`src/rtl/topk_pkg.sv`:
```
// Shared types and sizing helpers for the top-K stream reader.
// Holds the controller state encoding and the rank/count width rules.
package topk_pkg;

    localparam int unsigned DEFAULT_K = 4;

    typedef enum logic {
        IDLE = 1'b0,
        DUMP = 1'b1
    } state_e;

    // Width of a rank index 0..k-1; never narrower than one bit.
    function automatic int unsigned rank_width(input int unsigned k);
        return (k > 1) ? $clog2(k) : 1;
    endfunction

    // Width needed to hold a count of 0..k entries.
    function automatic int unsigned count_width(input int unsigned k);
        return $clog2(k + 1);
    endfunction

endpackage

```
`src/rtl/topk_slot.sv`:
```
// One rank cell of the sorted table: holds a value plus valid bit and flags
// whether an incoming sample belongs at or above this rank.
module topk_slot #(
    parameter int unsigned DATA_WIDTH = 32
) (
    input  logic                  clk,
    input  logic                  resetn,
    input  logic                  clear_i,
    input  logic                  load_i,
    input  logic                  shift_i,
    input  logic [DATA_WIDTH-1:0] data_i,
    input  logic [DATA_WIDTH-1:0] above_val_i,
    input  logic                  above_vld_i,
    output logic [DATA_WIDTH-1:0] val_o,
    output logic                  vld_o,
    output logic                  ge_o
);

    logic [DATA_WIDTH-1:0] val_q;
    logic                  vld_q;

    // An empty cell always takes the sample; ties insert above the stored copy.
    assign ge_o  = !vld_q || (data_i >= val_q);
    assign val_o = val_q;
    assign vld_o = vld_q;

    always_ff @(posedge clk or negedge resetn) begin
        if (!resetn) begin
            val_q <= '0;
            vld_q <= 1'b0;
        end else if (clear_i) begin
            vld_q <= 1'b0;
        end else if (shift_i) begin
            val_q <= above_val_i;
            vld_q <= above_vld_i;
        end else if (load_i) begin
            val_q <= data_i;
            vld_q <= 1'b1;
        end
    end

endmodule

```
`src/rtl/topk_stream_reader.sv`:
```
// Keeps the K largest unsigned samples seen since the last clear, sorted
// descending, and reads the ranked table out as a valid/ready burst.
module topk_stream_reader
    import topk_pkg::*;
#(
    parameter int unsigned DATA_WIDTH = 32,
    parameter int unsigned K          = DEFAULT_K,
    localparam int unsigned RW        = rank_width(K),
    localparam int unsigned CW        = count_width(K)
) (
    input  logic                  clk,
    input  logic                  resetn,
    input  logic                  in_valid,
    output logic                  in_ready,
    input  logic [DATA_WIDTH-1:0] in_data,
    input  logic                  clear,
    input  logic                  dump_req,
    output logic                  out_valid,
    input  logic                  out_ready,
    output logic [DATA_WIDTH-1:0] out_data,
    output logic [RW-1:0]         out_rank,
    output logic                  out_last,
    output logic [CW-1:0]         count,
    output logic                  busy
);

    state_e                state_q;
    logic [RW-1:0]         rank_q;
    logic [CW-1:0]         count_q;
    logic [CW-1:0]         count_d;

    logic [DATA_WIDTH-1:0] top_val [K];
    logic [K-1:0]          top_vld;
    logic [K-1:0]          ge;
    logic [K-1:0]          ge_above;
    logic                  accept;

    assign in_ready = (state_q == IDLE);
    assign accept   = in_valid && in_ready && !clear;

    // ge is monotonic over the sorted table, so the first set bit is the
    // insertion slot; everything below it shifts down one rank.
    always_comb begin
        logic acc;
        acc      = 1'b0;
        ge_above = '0;
        for (int unsigned i = 0; i < K; i++) begin
            ge_above[i] = acc;
            acc         = acc | ge[i];
        end
    end

    for (genvar i = 0; i < K; i++) begin : g_slot
        logic [DATA_WIDTH-1:0] above_val;
        logic                  above_vld;

        if (i == 0) begin : g_head
            assign above_val = '0;
            assign above_vld = 1'b0;
        end else begin : g_body
            assign above_val = top_val[i-1];
            assign above_vld = top_vld[i-1];
        end

        topk_slot #(
            .DATA_WIDTH(DATA_WIDTH)
        ) u_slot (
            .clk        (clk),
            .resetn     (resetn),
            .clear_i    (clear),
            .load_i     (accept && ge[i] && !ge_above[i]),
            .shift_i    (accept && ge_above[i]),
            .data_i     (in_data),
            .above_val_i(above_val),
            .above_vld_i(above_vld),
            .val_o      (top_val[i]),
            .vld_o      (top_vld[i]),
            .ge_o       (ge[i])
        );
    end

    // A full table still takes a qualifying sample but the count saturates.
    always_comb begin
        count_d = count_q;
        if (accept && (|ge) && (count_q != CW'(K))) begin
            count_d = count_q + CW'(1);
        end
    end

    always_ff @(posedge clk or negedge resetn) begin
        if (!resetn) begin
            state_q <= IDLE;
            rank_q  <= '0;
            count_q <= '0;
        end else if (clear) begin
            state_q <= IDLE;
            rank_q  <= '0;
            count_q <= '0;
        end else begin
            count_q <= count_d;
            case (state_q)
                IDLE: begin
                    if (dump_req && (count_d != '0)) begin
                        state_q <= DUMP;
                        rank_q  <= '0;
                    end
                end
                DUMP: begin
                    if (out_ready) begin
                        if (out_last) begin
                            state_q <= IDLE;
                            rank_q  <= '0;
                        end else begin
                            rank_q <= rank_q + RW'(1);
                        end
                    end
                end
                default: state_q <= IDLE;
            endcase
        end
    end

    assign busy      = (state_q == DUMP);
    assign out_valid = busy;
    assign out_rank  = busy ? rank_q : '0;
    assign out_data  = (busy && top_vld[rank_q]) ? top_val[rank_q] : '0;
    assign out_last  = busy && (CW'(rank_q) == (count_q - CW'(1)));
    assign count     = count_q;

endmodule

```
`config.mk`:
```
export PLATFORM = sky130hd
export DESIGN_NAME = topk_stream_reader
export DESIGN_NICKNAME = d
export VERILOG_FILES = /design/src/rtl/topk_pkg.sv /design/src/rtl/topk_slot.sv /design/src/rtl/topk_stream_reader.sv
export SDC_FILE = /design/constraint.sdc
export NUM_CORES = 1
export LEC_CHECK = 0
export CAP_MARGIN = 20
export CORE_ASPECT_RATIO = 0.75
export CORE_MARGIN = 2
export CORE_UTILIZATION = 45
export CTS_CLUSTER_SIZE = 10
export DETAILED_ROUTE_END_ITERATION = 10
export PLACE_DENSITY = 0.72
export SYNTH_ARGS = -nofsm -noshare
export SYNTH_HDL_FRONTEND = slang
export SYNTH_SLANG_ARGS = --single-unit
export TNS_END_PERCENT = 30
```
`constraint.sdc`:
```
create_clock -name clk -period 2.6 [get_ports clk]
set_input_delay 0.52 -clock clk [delete_from_list [all_inputs] [get_ports clk]]
set_output_delay 0.52 -clock clk [all_outputs]
set_load 0.05 [all_outputs]
```
# == After elaboration in Yosys (flattened, before gate mapping) ==
# Index checks and enable logic that the tools add are counted.
# word_totals
regBits,138
input_bits,38
out_inout_bits,41
# op_classes
mux,36
magnitude_cmp,6
addsub,3
n_eq_ne,4
bitwise,5
n_reduce_logical,42
# ops
op,count
32-bit two-way mux,9
32-bit greater-or-equal comparator,4
32-bit binary-select mux with 2-bit select,1
1-bit logical AND,16
1-bit two-way mux,16
3-bit nonzero test,4
2-bit two-way mux,5
2-bit AND reduction,5
1-bit zero test,8
2-bit nonzero test,4
3-bit two-way mux,2
3-bit != test (second input constant),2
1-bit logical OR,4
2-bit one-hot mux with 2 select lines,1
4-bit OR reduction,1
3-bit by 1-bit adder with 3-bit output (second input constant),1
2-bit by 3-bit equality test with 1-bit output,1
3-bit greater-or-equal comparator (second input constant),1
2-bit by 3-bit < comparator with 1-bit output (second input constant),1
3-bit by 1-bit != test with 1-bit output (second input constant),1
2-bit inverter with 3-bit output,1
3-bit by 1-bit subtractor with 3-bit output (second input constant),1
2-bit by 1-bit adder with 2-bit output (second input constant),1
1-bit binary-select mux with 2-bit select,1
3 further kinds,5

# == Logic depth before layout (Yosys ltp) ==
# depth
word_depth,11
ltp_mapped,13
ltp_nobuf,11

# == Modules after synthesis ==
# Synthesis repeated with hierarchy kept, for this count alone.
# unflattened
hier_cells,1167
area_unflattened_um2,10834.1
# by_module_without_submodules
mod,cells_per_inst,area_each_um2,seq_area_each_um2,n_inst
topk_slot,256,2319.7,825.8,4
topk_stream_reader,143,1555.2,150.1,1

# == Least setup slack after synthesis ==
# Ideal clock, no wire load.
# synth_path
path_kind,register to register
from,reg count_q[0] (netlist: count[0])
to,reg rank_q[1]
arrival_ns,3.551
t_required_ns,2.469
path_stages_with_launch,10
setup_slack_ns,-1.082
synth_period_minus_slack_ns,3.682
path_cell_list,dfrtp_1 > inv_1 > ha_1 > xor2_1 > nor4_1 > o21ai_0 > nand2_1 > o21ai_0 > nand3_1 > o41ai_2
# synth_between
elab_chain_len,7
elab_cells_between_ends,15
cone_classes,add/sub: 2; eq/ne: 3; mux: 5; reduce/logical: 5
# synth_lines
item,line,rtl
"start, declared",topk_stream_reader.sv:29,logic [CW-1:0] count_q;
"start signal, assigned",topk_stream_reader.sv:100,count_q <= count_d;
3-bit by 1-bit subtractor with 3-bit output,topk_stream_reader.sv:127,assign out_last = busy && (CW'(rank_q) == (count_q - CW'(1)));
2-bit by 3-bit equality test with 1-bit output,topk_stream_reader.sv:127,
1-bit logical AND,topk_stream_reader.sv:127,
named net out_last,topk_stream_reader.sv:22,"output logic out_last,"
2-bit two-way mux,topk_stream_reader.sv:110,if (out_last) begin
2-bit two-way mux,topk_stream_reader.sv:109,if (out_ready) begin
2-bit one-hot mux with 2 select lines,topk_stream_reader.sv:101,case (state_q)
2-bit two-way mux,topk_stream_reader.sv:95,end else if (clear) begin
"end signal, assigned",topk_stream_reader.sv:114,rank_q <= rank_q + RW'(1);
"end, declared",topk_stream_reader.sv:28,logic [RW-1:0] rank_q;
# The timed path passes the listed nets, and every way through them passes these cells. The select of a mux whose other input is x is not followed.
# A chain may end at the register's enable or synchronous reset.

# == Final worst setup path ==
# layout_path
from,reg g_slot[1].u_slot.val_q[17]
to,reg g_slot[3].u_slot.val_q[18]
# layout_between
elab_chain_len,8
elab_cells_between_ends,10
cone_classes,order compare: 1; mux: 1; bitwise: 2; reduce/logical: 6
# layout_lines
item,line,rtl
"start, declared",topk_slot.sv:19,logic [DATA_WIDTH-1:0] val_q;
"start signal, assigned",topk_slot.sv:34,val_q <= above_val_i;
"start signal, assigned",topk_slot.sv:37,val_q <= data_i;
32-bit greater-or-equal comparator (*),topk_slot.sv:23,assign ge_o = !vld_q || (data_i >= val_q);
1-bit logical OR (*),topk_slot.sv:23,
1-bit OR (*) (2 in series),topk_stream_reader.sv:49,acc = acc | ge[i];
1-bit zero test,topk_stream_reader.sv:71,".load_i (accept && ge[i] && !ge_above[i]),"
1-bit logical AND,topk_stream_reader.sv:71,
2-bit nonzero test (no source line),--,
2-bit AND reduction (no source line),--,
"end signal, assigned",topk_slot.sv:34,
"end signal, assigned",topk_slot.sv:37,
"end, declared",topk_slot.sv:19,
# Every way passes the cells marked *; elsewhere a longest branch is shown, timed or not.

==> impl_metrics.csv <==
group,metric,value,unit
logic_synthesis,netlist.area_leader.share,0.336,
critical_path,start_kind,"register",
place,dp_hpwl,23.8,mm
logic_synthesis,synth_edf_count,0,
clocking,h-tree-depth,4,
sta,finalSetupViolations,167,
logic_synthesis,synthTopCellsByArea,"dfrtp_1, ha_1, mux4_2",
sta,max_freq,0.299,GHz
power_and_ir_drop,ir_drop,0.000480,V
critical_path,r2r_slack,-740,ps
worst_hold_path,hp-class,"in -> reg",
final_layout,layout_common_cells,"buf_4, dfrtp_1, inv_1, ha_1, nand2_1",
floorplanning,pin_count,79,
route,post_drt_via_cell_ratio,6.33,
route,antenna_left,0,
final_layout,num_antenna_cells,0,
logic_synthesis,syn_inst,1113,
final_layout,final_common_cell,"buf_4",
global_routing,antenna_found_initial,2,
global_routing,grt_pass1_vias,10600,
flow_run,maxCapViolations,0,
route,wl_per_cell,24.5,um
critical_path,critical_path_class,"reg -> reg",
critical_path,cp_max_fo,7,
sta,hold_viol,0,
sta,maxSlewViolCount,0,
sta,whs,378,ps
logic_synthesis,syn-num-nets,1282,
sta,fin_crit_sh,1.29,
final_layout,final_util,0.700,
logic_synthesis,netlist_area,10300,um2
clocking,path_clk_slew,70,ps
clocking,clockBufferDepth,2,
floorplanning,fp.dieW,179,um
final_layout,syn2layout_area_growth,51.2,%
clocking,root_buffer,"clkbuf_16",
final_layout,drive_gt1_frac,0.386,
global_routing,track_usage,0.323,
route,drc,0,
critical_path,critPathCaptureType,"register",
route,drtIter0Drc,1398,
critical_path,timing.rr.end,"g_slot[3].u_slot.val_o[18]",
logic_synthesis,synth_top_cell_by_area,"dfrtp_1",
logic_synthesis,ys_async_sr_fraction,1.00,
critical_path,reg2regPathDepth,15,
sta,slew_headroom,0.570,
floorplanning,core-area,22200,um2
critical_path,endpoint,"g_slot[3].u_slot.val_o[18]",
status,failed_checks,"setup timing",
clocking,insertion_delay,440,ps
logic_synthesis,synth_seq_area_share,0.336,
logic_synthesis,yosys_warnings,0,
critical_path,cp.required,2960,ps
clocking,cts_tree,"built",
clocking,clock-sinks,138,
power_and_ir_drop,power.leakage,0.00739,uW
place,gp_congestion,0.913,
floorplanning,dieArea,24100,um2
route,firstDrtPassIters,6,
critical_path,r2r_start,"g_slot[1].u_slot.val_o[17]",
sta,fin_crit,3340,ps
global_routing,grt_max_degree,53,
floorplanning,placementRows,47,
logic_synthesis,yosys_register_bits,138,
sta,worst_pin_slew,643,ps
floorplanning,start_util,0.463,
sta,clock_skew,11.9,ps
power_and_ir_drop,powerDensity,747,nW/um2
final_layout,final_nets,1603,
critical_path,worst_ep_arrival_time,3710,ps
status,status,"finished with violations",
route,finalWirelength,42.7,mm
logic_synthesis,synthDistinctLibCells,60,
floorplanning,fp.dieH,135,um
logic_synthesis,postSynthAreaPerCell,9.24,um2
logic_synthesis,ys.flop_type,"dfrtp_1",
global_routing,grt_pass1_wl,59.1,mm
critical_path,critical_path.startpoint,"g_slot[1].u_slot.val_o[17]",
route,vias,11000,
sta,rsz0062_at_grt,"true",
clocking,cts_made_buffers,17,
place,portBuffers,78,
global_routing,gr-total-overflow,0,
sta,fin_ws,-742,ps
-- worst min-delay path by stage --
stage                               start                         end  slack (ps)  depth (start not counted)
6_report                      in_data[29]  g_slot[0].u_slot.val_o[29]         380                          3
2_1_floorplan                      resetn                        busy         220                          0
5_1_grt                       in_data[29]  g_slot[0].u_slot.val_o[29]         390                          3
4_1_cts        g_slot[1].u_slot.val_o[11]  g_slot[2].u_slot.val_o[11]         490                          2
3_3_place_gp                       resetn   g_slot[0].u_slot.val_o[4]         450                          1
3_5_place_dp                       resetn   g_slot[0].u_slot.val_o[4]         460                          1
-- repair_timing --
item	in CTS	in global routing
gates cloned	15	13
gates resized for setup	113	245
buffers inserted	21	28
pin swaps	29	66
endpoints found under the setup margin	166	167
hold buffers	1	0
endpoints found under the hold margin	2	0
-- flip-flops by register name (all words and copies together), names as in the netlist --
name                 count
rank_q                   2
count                    3
busy                     1
g_slot.u_slot.vld_o      4
g_slot.u_slot.val_o    128
-- area by class of cell --
cell class | count | area (um2)
clock inverter | 14 | 171
tap | 294 | 368
inverter | 134 | 503
clock buffer | 18 | 429
sequential | 138 | 3460
multi-input combinational | 785 | 7010
fill | 1468 | 6670
timing repair buffer | 358 | 3620
-- where the power goes --
part / internal, uW / switching [uW] / leakage, uW / total, uW
logic: 2700 / 3120 / 0.00537 / 5810
registers: 2740 / 471 / 0.00173 / 3210
clock network: 1510 / 1080 / 0.000287 / 2600
-- kinds of logic after synthesis --
family,Yosys count,synth area share
multiplexers,96,0.134
AND/OR/NAND/NOR,266,0.126
flip-flops,138,0.336
AO/OA/AOI/OAI,285,0.166
adder cells (fa/ha/maj),131,0.159
buffers and inverters,193,0.0758
XOR/XNOR,4,0.00341
-- synthesized netlist by cell type, drive strengths merged, types with 7 or more instances --
cell type	count
nand4	18
nor2	26
dfrtp	138
o21ai	156
inv	134
nand2	141
mux2i	62
mux4	33
and3	34
nand3	11
clkbuf	28
and4	7
buf	31
o221ai	32
a21oi	57
ha	131
-- worst max-delay path: stages, from the launching register on --
cell,delay (ps)
dfrtp_1,410
inv_2,90
ha_4,200
a21oi_2,180
o21ai_2,140
a2111oi_2,460
o211ai_1,240
buf_4,210
nor4_4,340
buf_4,190
buf_6,100
nand3_4,150
nand2_4,220
clkbuf_16,200
nand2_1,80
o21ai_2,70
-- layer usage --
metal,GRT usage,up-vias,routed length (um)
met1,0.457,5330,16800
li1,-,4687,-
met2,0.477,787,18700
met5,0,-,13
met4,0.121,2,2090
met3,0.0822,221,5080
-- per-stage QoR --
stage | worst slack [ps] | setup TNS (ps) | cells | cell area [um2] | total power (uW)
CTS | -484 | -48220 | 1707 | 14500 | 10600
global placement | -1160 | -126210 | 1638 | 13000 | 7450
finish | -742 | -74490 | 1741 | 15600 | 11600
global route | -815 | -83850 | 1741 | 15600 | 12100
floorplan | -138 | -8910 | 1113 | 10400 | 5540
detailed placement | -1270 | -135980 | 1638 | 13000 | 7650
(Power assumes the default switching activity.)
